## config.mk

```make
export PLATFORM = sky130hd
export DESIGN_NAME = btn_event_flat
export DESIGN_NICKNAME = d
export VERILOG_FILES = /design/src/rtl/btn_event_pkg.sv /design/src/rtl/btn_event_if.sv /design/src/rtl/btn_event_sync.sv /design/src/rtl/btn_event.sv /design/src/flat_wrapper.sv
export SDC_FILE = /design/constraint.sdc
export NUM_CORES = 1
export LEC_CHECK = 0
export ABC_AREA = 1
export CORE_ASPECT_RATIO = 1.25
export CORE_UTILIZATION = 57
export CTS_BUF_LIST = sky130_fd_sc_hd__clkbuf_8 sky130_fd_sc_hd__clkbuf_16
export DETAILED_ROUTE_END_ITERATION = 10
export PLACE_DENSITY = 0.79
export SETUP_SLACK_MARGIN = 0.3
export SLEW_MARGIN = 10
export SYNTH_ARGS = -nofsm -noshare
export SYNTH_HDL_FRONTEND = slang
export SYNTH_HIERARCHICAL = 1
export SYNTH_SLANG_ARGS = --single-unit
```

## constraint.sdc

```tcl
create_clock -name i_clk -period 1.67 [get_ports i_clk]
set_clock_uncertainty 0.2 [all_clocks]
set_input_delay 0.501 -clock i_clk [delete_from_list [all_inputs] [get_ports i_clk]]
set_output_delay 0.501 -clock i_clk [all_outputs]
set_load 0.01 [all_outputs]
```

## src/rtl/btn_event_pkg.sv

```systemverilog
// Shared types and constants for the button event block: FSM state encodings,
// default 100 MHz debounce/hold timing, and a counter-width helper.
// Combinational helpers only; no timing or flow control involved.
package btn_event_pkg;

  typedef enum logic [1:0] {
    ST_IDLE = 2'd0,
    ST_DOWN = 2'd1,
    ST_LONG = 2'd2
  } btn_state_e;

  // 10 ms debounce and 1 s long-press hold at 100 MHz
  localparam int DEF_DB_CYCLES   = 1_000_000;
  localparam int DEF_HOLD_CYCLES = 100_000_000;

  // Width of a counter that must reach n-1; never narrower than one bit
  function automatic int cnt_width(input int n);
    return (n <= 2) ? 1 : $clog2(n);
  endfunction

endpackage

```

## src/rtl/btn_event_if.sv

```systemverilog
// Bundle of the raw pin input and the cleaned-up event outputs of one button.
// No storage; the slave side is the btn_event block, the master side drives the pin.
// No backpressure: strobes are one-cycle events that consumers must sample.
interface btn_event_if;
  logic       btn_raw;
  logic       btn_level;
  logic       press;
  logic       btn_release;
  logic [7:0] press_cnt;
  logic       long_press;

  modport master (
    output btn_raw,
    input  btn_level,
    input  press,
    input  btn_release,
    input  press_cnt,
    input  long_press
  );

  modport slave (
    input  btn_raw,
    output btn_level,
    output press,
    output btn_release,
    output press_cnt,
    output long_press
  );
endinterface

```

## src/rtl/btn_event_sync.sv

```systemverilog
// Two-flop synchronizer for one asynchronous input bit, with a reset value.
// Latency: two clock edges from input change to output change.
// No backpressure: output follows the input every cycle.
module btn_event_sync #(
  parameter logic RST_VAL = 1'b0
) (
  input  logic i_clk,
  input  logic i_rst,
  input  logic i_d,
  output logic o_q
);

  logic r_meta;
  logic r_q;

  // Metastability stage followed by a clean stage; both reset to the idle level
  always_ff @(posedge i_clk) begin
    if (i_rst) begin
      r_meta <= RST_VAL;
      r_q    <= RST_VAL;
    end else begin
      r_meta <= i_d;
      r_q    <= r_meta;
    end
  end

  assign o_q = r_q;

endmodule

```

## src/rtl/btn_event.sv

```systemverilog
// Debounces one bouncy async button into a level, press/release/long-press strobes and a press count.
// Latency: 2 + DB_CYCLES edges from a clean raw change to btn_level/press (+1 for async sampling).
// No backpressure: strobes last exactly one cycle. Long press is built only with `BTN_LONG_PRESS_EN.
module btn_event
  import btn_event_pkg::*;
#(
  parameter int DB_CYCLES   = DEF_DB_CYCLES,
  parameter int HOLD_CYCLES = DEF_HOLD_CYCLES,
  parameter int ACTIVE_HIGH = 1
) (
  input  logic        i_clk,
  input  logic        i_rst,
  btn_event_if.slave  io_bus
);

  localparam int                DB_W    = cnt_width(DB_CYCLES);
  localparam logic [DB_W-1:0]   DB_LAST = DB_W'(DB_CYCLES - 1);

  logic            w_lvl;
  logic            w_s;
  logic            w_differ;
  logic            w_accept;
  logic            w_rise;
  logic            w_fall;
  logic [DB_W-1:0] r_db_cnt;
  logic            r_btn_level;
  logic            r_press;
  logic            r_release;
  logic [7:0]      r_press_cnt;
  btn_state_e      r_state;
  btn_state_e      w_state_nxt;

  // Normalise polarity so that 1 always means pressed before synchronising
  assign w_lvl = (ACTIVE_HIGH != 0) ? io_bus.btn_raw : ~io_bus.btn_raw;

  btn_event_sync #(
    .RST_VAL (1'b0)
  ) u_sync (
    .i_clk (i_clk),
    .i_rst (i_rst),
    .i_d   (w_lvl),
    .o_q   (w_s)
  );

  // A level change is accepted once the synchronised input has disagreed for DB_CYCLES samples in a row
  assign w_differ = (w_s != r_btn_level);
  assign w_accept = w_differ && (r_db_cnt == DB_LAST);
  assign w_rise   = w_accept &&  w_s;
  assign w_fall   = w_accept && !w_s;

  // Debounce counter, debounced level, edge strobes and press counter
  always_ff @(posedge i_clk) begin
    if (i_rst) begin
      r_db_cnt    <= '0;
      r_btn_level <= 1'b0;
      r_press     <= 1'b0;
      r_release   <= 1'b0;
      r_press_cnt <= 8'd0;
    end else begin
      if (!w_differ || w_accept) begin
        r_db_cnt <= '0;
      end else begin
        r_db_cnt <= r_db_cnt + 1'b1;
      end
      if (w_accept) begin
        r_btn_level <= w_s;
      end
      r_press   <= w_rise;
      r_release <= w_fall;
      if (w_rise) begin
        r_press_cnt <= r_press_cnt + 8'd1;
      end
    end
  end

  // FSM state register
  always_ff @(posedge i_clk) begin
    if (i_rst) begin
      r_state <= ST_IDLE;
    end else begin
      r_state <= w_state_nxt;
    end
  end

`ifdef BTN_LONG_PRESS_EN
  localparam int                HOLD_W    = cnt_width(HOLD_CYCLES);
  localparam logic [HOLD_W-1:0] HOLD_LAST = HOLD_W'(HOLD_CYCLES - 1);

  logic [HOLD_W-1:0] r_hold_cnt;
  logic [HOLD_W-1:0] w_hold_nxt;
  logic              r_long_press;
  logic              w_long_nxt;

  // Hold counter and registered long-press strobe
  always_ff @(posedge i_clk) begin
    if (i_rst) begin
      r_hold_cnt   <= '0;
      r_long_press <= 1'b0;
    end else begin
      r_hold_cnt   <= w_hold_nxt;
      r_long_press <= w_long_nxt;
    end
  end

  // Next state: transitions ride the same edge that updates btn_level; a release beats hold expiry
  always_comb begin
    w_state_nxt = r_state;
    w_hold_nxt  = r_hold_cnt;
    w_long_nxt  = 1'b0;
    case (r_state)
      ST_IDLE: begin
        if (w_rise) begin
          w_state_nxt = ST_DOWN;
          w_hold_nxt  = '0;
        end
      end
      ST_DOWN: begin
        if (w_fall) begin
          w_state_nxt = ST_IDLE;
        end else if (r_hold_cnt == HOLD_LAST) begin
          w_state_nxt = ST_LONG;
          w_long_nxt  = 1'b1;
        end else begin
          w_hold_nxt = r_hold_cnt + 1'b1;
        end
      end
      ST_LONG: begin
        if (w_fall) begin
          w_state_nxt = ST_IDLE;
        end
      end
      default: begin
        w_state_nxt = ST_IDLE;
      end
    endcase
  end

  assign io_bus.long_press = r_long_press;
`else
  // Hold time has no effect when long press is not built
  if (HOLD_CYCLES < 1) begin : g_hold_ignored
  end

  // Next state: only pressed/not-pressed is tracked
  always_comb begin
    w_state_nxt = r_state;
    case (r_state)
      ST_IDLE: begin
        if (w_rise) begin
          w_state_nxt = ST_DOWN;
        end
      end
      ST_DOWN: begin
        if (w_fall) begin
          w_state_nxt = ST_IDLE;
        end
      end
      default: begin
        w_state_nxt = ST_IDLE;
      end
    endcase
  end

  assign io_bus.long_press = 1'b0;
`endif

  assign io_bus.btn_level   = r_btn_level;
  assign io_bus.press       = r_press;
  assign io_bus.btn_release = r_release;
  assign io_bus.press_cnt   = r_press_cnt;

endmodule

```

## src/flat_wrapper.sv

```systemverilog
// flat-port wrapper written by rule: the top's interface ports become plain ports
module btn_event_flat import btn_event_pkg::*;
#(
  parameter int DB_CYCLES   = DEF_DB_CYCLES,
  parameter int HOLD_CYCLES = DEF_HOLD_CYCLES,
  parameter int ACTIVE_HIGH = 1
)
  (i_clk, i_rst, io_bus_btn_raw, io_bus_btn_level, io_bus_press, io_bus_btn_release, io_bus_press_cnt, io_bus_long_press);
  btn_event_if io_bus_i ();
  input  logic i_clk;
  input  logic i_rst;
  input wire logic [$bits(io_bus_i.btn_raw)-1:0] io_bus_btn_raw;
  output wire logic [$bits(io_bus_i.btn_level)-1:0] io_bus_btn_level;
  output wire logic [$bits(io_bus_i.press)-1:0] io_bus_press;
  output wire logic [$bits(io_bus_i.btn_release)-1:0] io_bus_btn_release;
  output wire logic [$bits(io_bus_i.press_cnt)-1:0] io_bus_press_cnt;
  output wire logic [$bits(io_bus_i.long_press)-1:0] io_bus_long_press;
  assign io_bus_i.btn_raw = io_bus_btn_raw;
  assign io_bus_btn_level = io_bus_i.btn_level;
  assign io_bus_press = io_bus_i.press;
  assign io_bus_btn_release = io_bus_i.btn_release;
  assign io_bus_press_cnt = io_bus_i.press_cnt;
  assign io_bus_long_press = io_bus_i.long_press;
  btn_event #(.DB_CYCLES(DB_CYCLES), .HOLD_CYCLES(HOLD_CYCLES), .ACTIVE_HIGH(ACTIVE_HIGH)) u_core (.i_clk(i_clk), .i_rst(i_rst), .io_bus(io_bus_i));
endmodule
```

=== After elaboration in Yosys (flattened, before gate mapping) ===
Cells that the tools add are included.

* Register bits: 33
* Input port bits: 3
* Output and inout bits: 12
* Logic and storage cells: 18

* Add/sub/neg operators: 2
* Equal/unequal tests: 2
* Reduce and logical (&&, ||, !) cells: 7

{| class="wikitable"
|+ Operators by type and width
! operator !! count
|-
| $add 20x1->20 const B || 1
|-
| $eq 20x20->1 const B || 1
|-
| $add 8x1->8 const B || 1
|-
| $logic_and 1x1->1 || 3
|-
| $logic_not 1->1 || 2
|-
| $reduce_or 2->1 || 1
|-
| $logic_or 1x1->1 || 1
|-
| $ne 1x1->1 || 1
|}

=== Logic depth before layout (Yosys ltp) ===
* Depth after elaboration: 4
* Depth in mapped cells: 9

=== Cells and area by module ===
The synthesis kept the hierarchy.

{| class="wikitable"
|+ By module, submodules not included
! module !! instances !! cells each !! area each (um2) !! seq. area each (um2)
|-
| btn_event || 1 || 249 || 1685.4 || 620.6
|-
| btn_event_sync || 1 || 6 || 55.1 || 40.0
|}

=== Worst setup path after synthesis ===
No wires, ideal clock.

* Kind: register to register
* Start point: reg u_core.r_db_cnt[0]
* End point: reg u_core.r_db_cnt[18]
* Library setup time: 0.122 ns
* Arrival: 1.218 ns
* Required time: 1.348 ns
* Path slack: 0.130 ns
* Cell stages (with the launch flop): 10
* Buffers on the path: 1
* Path through: dfxtp_1 > ha_1 > nand2_2 > nor2_4 > nand3_2 > inv_1 > nand2_1 > nand3_1 > buf_4 > a21oi_1

* Longest elaborated chain between the ends: 4
* Elaborated cells between the ends (all ways): 5

{| class="wikitable"
|+ RTL lines
! what !! RTL line !! source
|-
| start: declaration || btn_event.sv:25 || <nowiki>logic [DB_W-1:0] r_db_cnt;</nowiki>
|-
| start signal: assignment || btn_event.sv:63 || <nowiki>r_db_cnt <= r_db_cnt + 1'b1;</nowiki>
|-
| branches (longest 4 deep; another with $add 20x1->20) || - ||
|}

Parallel ways; which one is timed is not known.
A chain may end at the register's enable or synchronous reset.

=== Final worst setup path ===
* Start point: reg u_core.r_db_cnt[16]
* End point: reg u_core.r_press_cnt[3], in the netlist u_core/io_bus.press_cnt[3]

* Longest elaborated chain between the ends: 3

{| class="wikitable"
|+ RTL lines
! what !! RTL line !! source
|-
| $eq 20x20->1 || btn_event.sv:47 || <nowiki>assign w_accept = w_differ && (r_db_cnt == DB_LAST);</nowiki>
|-
| $logic_and 1x1->1 || btn_event.sv:47 ||
|-
| $logic_and 1x1->1 || btn_event.sv:48 || <nowiki>assign w_rise = w_accept && w_s;</nowiki>
|-
| end signal: assignment || btn_event.sv:71 || <nowiki>r_press_cnt <= r_press_cnt + 8'd1;</nowiki>
|-
| end: declaration || btn_event.sv:29 || <nowiki>logic [7:0] r_press_cnt;</nowiki>
|}

Every way passes these cells.

==> results.toml <==
[cells_and_area]
diodes = 0
drive_gt1_frac = 0.309
fillCellCount = 208
area_growth_pct = 29.7
finalCoreUtilization = 0.774
count_of_nets_after_finishing = 295
fin_cells = 327

[die]
initial_util = 0.596
die_y_um = 63.8
fp-row-count = 22
fp.dieArea_um2 = 3280
io-pin-count = 15
design.core.area_um2 = 2920
die_w_um = 51.4

[pwr]
static-leakage-power_nw = 0.907
ir_drop_v = 0.000757
power_density_nw_per_um2 = 660

[worst_setup_path]
critical_path_required_ps = 1680
critPathSlowestCell = "sky130_fd_sc_hd__dfxtp_1"
worst_setup_path_end_kind = "register"
path_cells = "nand2_1 -> nor2_1 -> nand3_2 -> nor2_4 -> nand3_1 -> nand2_1 -> inv_1 -> nor2_1"
max_stage_delay_ps = 370
worst-path-max-fanout = 8
critical_path.startpoint_type = "register"
path_class = "register to register"
cp.arrival_ps = 1620

[yosys]
synth_top_cells_by_area = "sky130_fd_sc_hd__dfxtp_1 (38%), sky130_fd_sc_hd__nand2_1 (12%), sky130_fd_sc_hd__nor2_1 (9.9%), sky130_fd_sc_hd__inv_1 (7.8%), sky130_fd_sc_hd__nand3_1 (4.9%)"
net_count_after_synthesis = 260
yosys_most_used_dff = "sky130_fd_sc_hd__dfxtp_1"
ys_top_cells_by_count = "sky130_fd_sc_hd__nand2_1 (57), sky130_fd_sc_hd__nor2_1 (46), sky130_fd_sc_hd__inv_1 (36)"
post_synth_instance_area_um2 = 1740
synth_cell_types = 26
synth_seq_area_share = 0.380
synth-edff-count = 0
synth_most_common_cell = "sky130_fd_sc_hd__nand2_1"
synthesis.yosys.warnings = 6
syn_inst = 255
synthArstFlopShare = 0
postSynthRegisterBits = 33
syn-mean-instance-area_um2 = 6.83
synthDominantAreaCellType = "sky130_fd_sc_hd__dfxtp_1"
netlist.area_leader.share = 0.380

[timing]
timing.final.max_slew_violations = 0
final_period_minus_worst_setup_slack_ps = 1600
timing.final.crit_share = 0.961
grt_setup_unrepaired = "true"
setup_viol = 0
setup_tns_ps = 0
finalHoldViolations = 0
max_freq_ghz = 0.623

[cts]
insertion_delay_ps = 280
clock_tree.htree_level_count = 2
clk_pin_slew_ps = 70
max-clock-path-buffers = 2
tritoncts_num_sinks = 33
clock_tree.root_cell = "sky130_fd_sc_hd__clkbuf_8"
tritoncts = "yes"
cts_made_buffers = 5
hold_buffers = 0

[detailed_routing]
routed_length_per_placed_instance_um = 12.1
first_iter_violations = 40
antenna_violating_nets_post_route = 0
routed-via-count = 1659
vias_per_cell = 5.07
finalWirelength_um = 3970
detail_route.first_pass.iterations = 4
post-route-drc-count = 0

[grt]
number_of_antenna_violations_at_the_first_check_in_global_routing = 0
met3_usage = 0.0738
global_route.usage.met1 = 0.261
first_global_vias = 1528
maximum_number_of_pins_on_one_net_before_global_route_repair = 21
global_route.usage.met2 = 0.453
busiest_layer = "met2"
grt.overflow.total = 0
gr-usage-all-layers = 0.256
grt_first_pass_wirelength_um = 6210

[placed_design]
placed_cells_incl_taps = 310
port_buffers = 13
post-dp-hpwl_um = 2640
globalplace.congestion = 0.971

[worst_hold_path]
min_path_type = "register to register"

[run]
total_of_max_cap_violations = 0

[outcome]
outcome = "finished clean"
cells in the final DEF, fill, tap and decap left out:
cell type,synthesis,final
sky130_fd_sc_hd__a21oi_1,9,8
sky130_fd_sc_hd__a21oi_2,0,1
sky130_fd_sc_hd__buf_12,0,1
sky130_fd_sc_hd__buf_2,0,2
sky130_fd_sc_hd__buf_4,4,17
sky130_fd_sc_hd__buf_6,0,9
sky130_fd_sc_hd__clkbuf_16,0,1
sky130_fd_sc_hd__clkbuf_8,0,7
sky130_fd_sc_hd__clkdlybuf4s50_1,0,2
sky130_fd_sc_hd__clkinv_1,1,1
sky130_fd_sc_hd__clkinv_2,0,1
sky130_fd_sc_hd__conb_1,1,1
sky130_fd_sc_hd__dfxtp_1,33,19
sky130_fd_sc_hd__dfxtp_2,0,13
sky130_fd_sc_hd__dfxtp_4,0,1
sky130_fd_sc_hd__ha_1,2,1
sky130_fd_sc_hd__ha_4,0,1
sky130_fd_sc_hd__inv_1,36,33
sky130_fd_sc_hd__inv_2,3,6
sky130_fd_sc_hd__nand2_1,57,54
sky130_fd_sc_hd__nand2_2,3,4
sky130_fd_sc_hd__nand2_4,1,3
sky130_fd_sc_hd__nand3_1,17,14
sky130_fd_sc_hd__nand3_2,2,4
sky130_fd_sc_hd__nand3_4,0,1
sky130_fd_sc_hd__nand3b_1,2,2
sky130_fd_sc_hd__nand4_1,9,9
sky130_fd_sc_hd__nor2_1,46,42
sky130_fd_sc_hd__nor2_2,3,7
sky130_fd_sc_hd__nor2_4,4,4
sky130_fd_sc_hd__nor3_1,7,5
sky130_fd_sc_hd__nor3_2,3,5
sky130_fd_sc_hd__nor3_4,1,1
sky130_fd_sc_hd__o21ai_1,0,1
sky130_fd_sc_hd__or2_1,1,1
sky130_fd_sc_hd__or2_2,1,1
sky130_fd_sc_hd__xnor2_1,3,3
sky130_fd_sc_hd__xor2_1,5,5
worst max-delay path, delay by kind of cell (launching register included):
family | cells | cell delay, ps
buffers and inverters | 1 | 40
AND/OR/NAND/NOR | 7 | 910
flip-flops | 1 | 370
metrics by stage:
stage               area [µm²]  power (mW)  hold slack, ps  setup WS [ps]
floorplan                 1780       0.833             188            188
global placement          2010       0.844             196          -27.5
detailed placement        2010       0.845             200           -113
CTS                       2150        1.50             209           57.6
global route              2260        1.54             227          -41.2
finish                    2260        1.49             209           65.7
state kept, by name, indices dropped and copies added, names as in the netlist:
register	count
u_core/io_bus.btn_level	1
u_core/io_bus.btn_release	1
u_core/io_bus.press	1
u_core/io_bus.press_cnt	8
u_core/r_db_cnt	20
u_core/u_sync/o_q	1
u_core/u_sync/r_meta	1
logic make-up after synthesis:
| kind of cell | share of synthesized area |
|---|---|
| buffers and inverters | 0.104 |
| other | 0.00215 |
| and+or+nand+nor | 0.431 |
| AOI/OAI and AO/OA | 0.0288 |
| xor gates and xnor gates | 0.0403 |
| DFF | 0.380 |
| adders and majority gates | 0.0144 |
area by class of cell:
type | instances | area [µm²] | area share
inverters | 40 | 150 | 0.0665
clock inverters | 1 | 5.00 | 0.00222
clock buffers | 7 | 96.3 | 0.0427
well taps | 36 | 45.0 | 0.0200
multi-input cells | 178 | 976 | 0.432
flip-flops and latches | 33 | 681 | 0.302
repair buffers | 32 | 304 | 0.135
power by group:
part           internal [mW]  leakage, nW  switching, mW  total [mW]
logic                 0.0184        0.579         0.0248      0.0432
clock network          0.372       0.0542          0.283       0.656
registers              0.788        0.274        0.00196       0.790
total                   1.18        0.907          0.310        1.49
routing by layer:
| layer | routed length [µm] | up-vias |
|---|---|---|
| li1 | - | 862 |
| met2 | 2110 | 38 |
| met5 | 0 | - |
| met4 | 133 | 0 |
| met3 | 151 | 12 |
| met1 | 1580 | 747 |
path summary, 6_finish.rpt:
| kind | startpoint | slack [ps] | cells after the start | end |
|---|---|---|---|---|
| hold / removal | u_core/u_sync/r_meta$_SDFF_PP0_ | 210 | 2 | u_core/u_sync/o_q$_SDFF_PP0_ |
| setup / recovery | u_core/r_db_cnt[16]$_SDFF_PP0_ | 70 | 8 | u_core/io_bus.press_cnt[3]$_SDFFE_PP0P_ |
| setup reg to reg | u_core/r_db_cnt[16]$_SDFF_PP0_ | 70 | 8 | u_core/io_bus.press_cnt[3]$_SDFFE_PP0P_ |
| hold reg to reg | u_core/u_sync/r_meta$_SDFF_PP0_ | 210 | 2 | u_core/u_sync/o_q$_SDFF_PP0_ |
repair_timing:
item | in CTS | in global routing
endpoints found under the hold margin | 0 | 0
buffers inserted | 4 | 4
pin swaps | 2 | 4
cloned | 0 | 1
endpoints found under the setup margin | 42 | 42
gates resized for setup | 59 | 21
(Power assumes the default switching activity.)
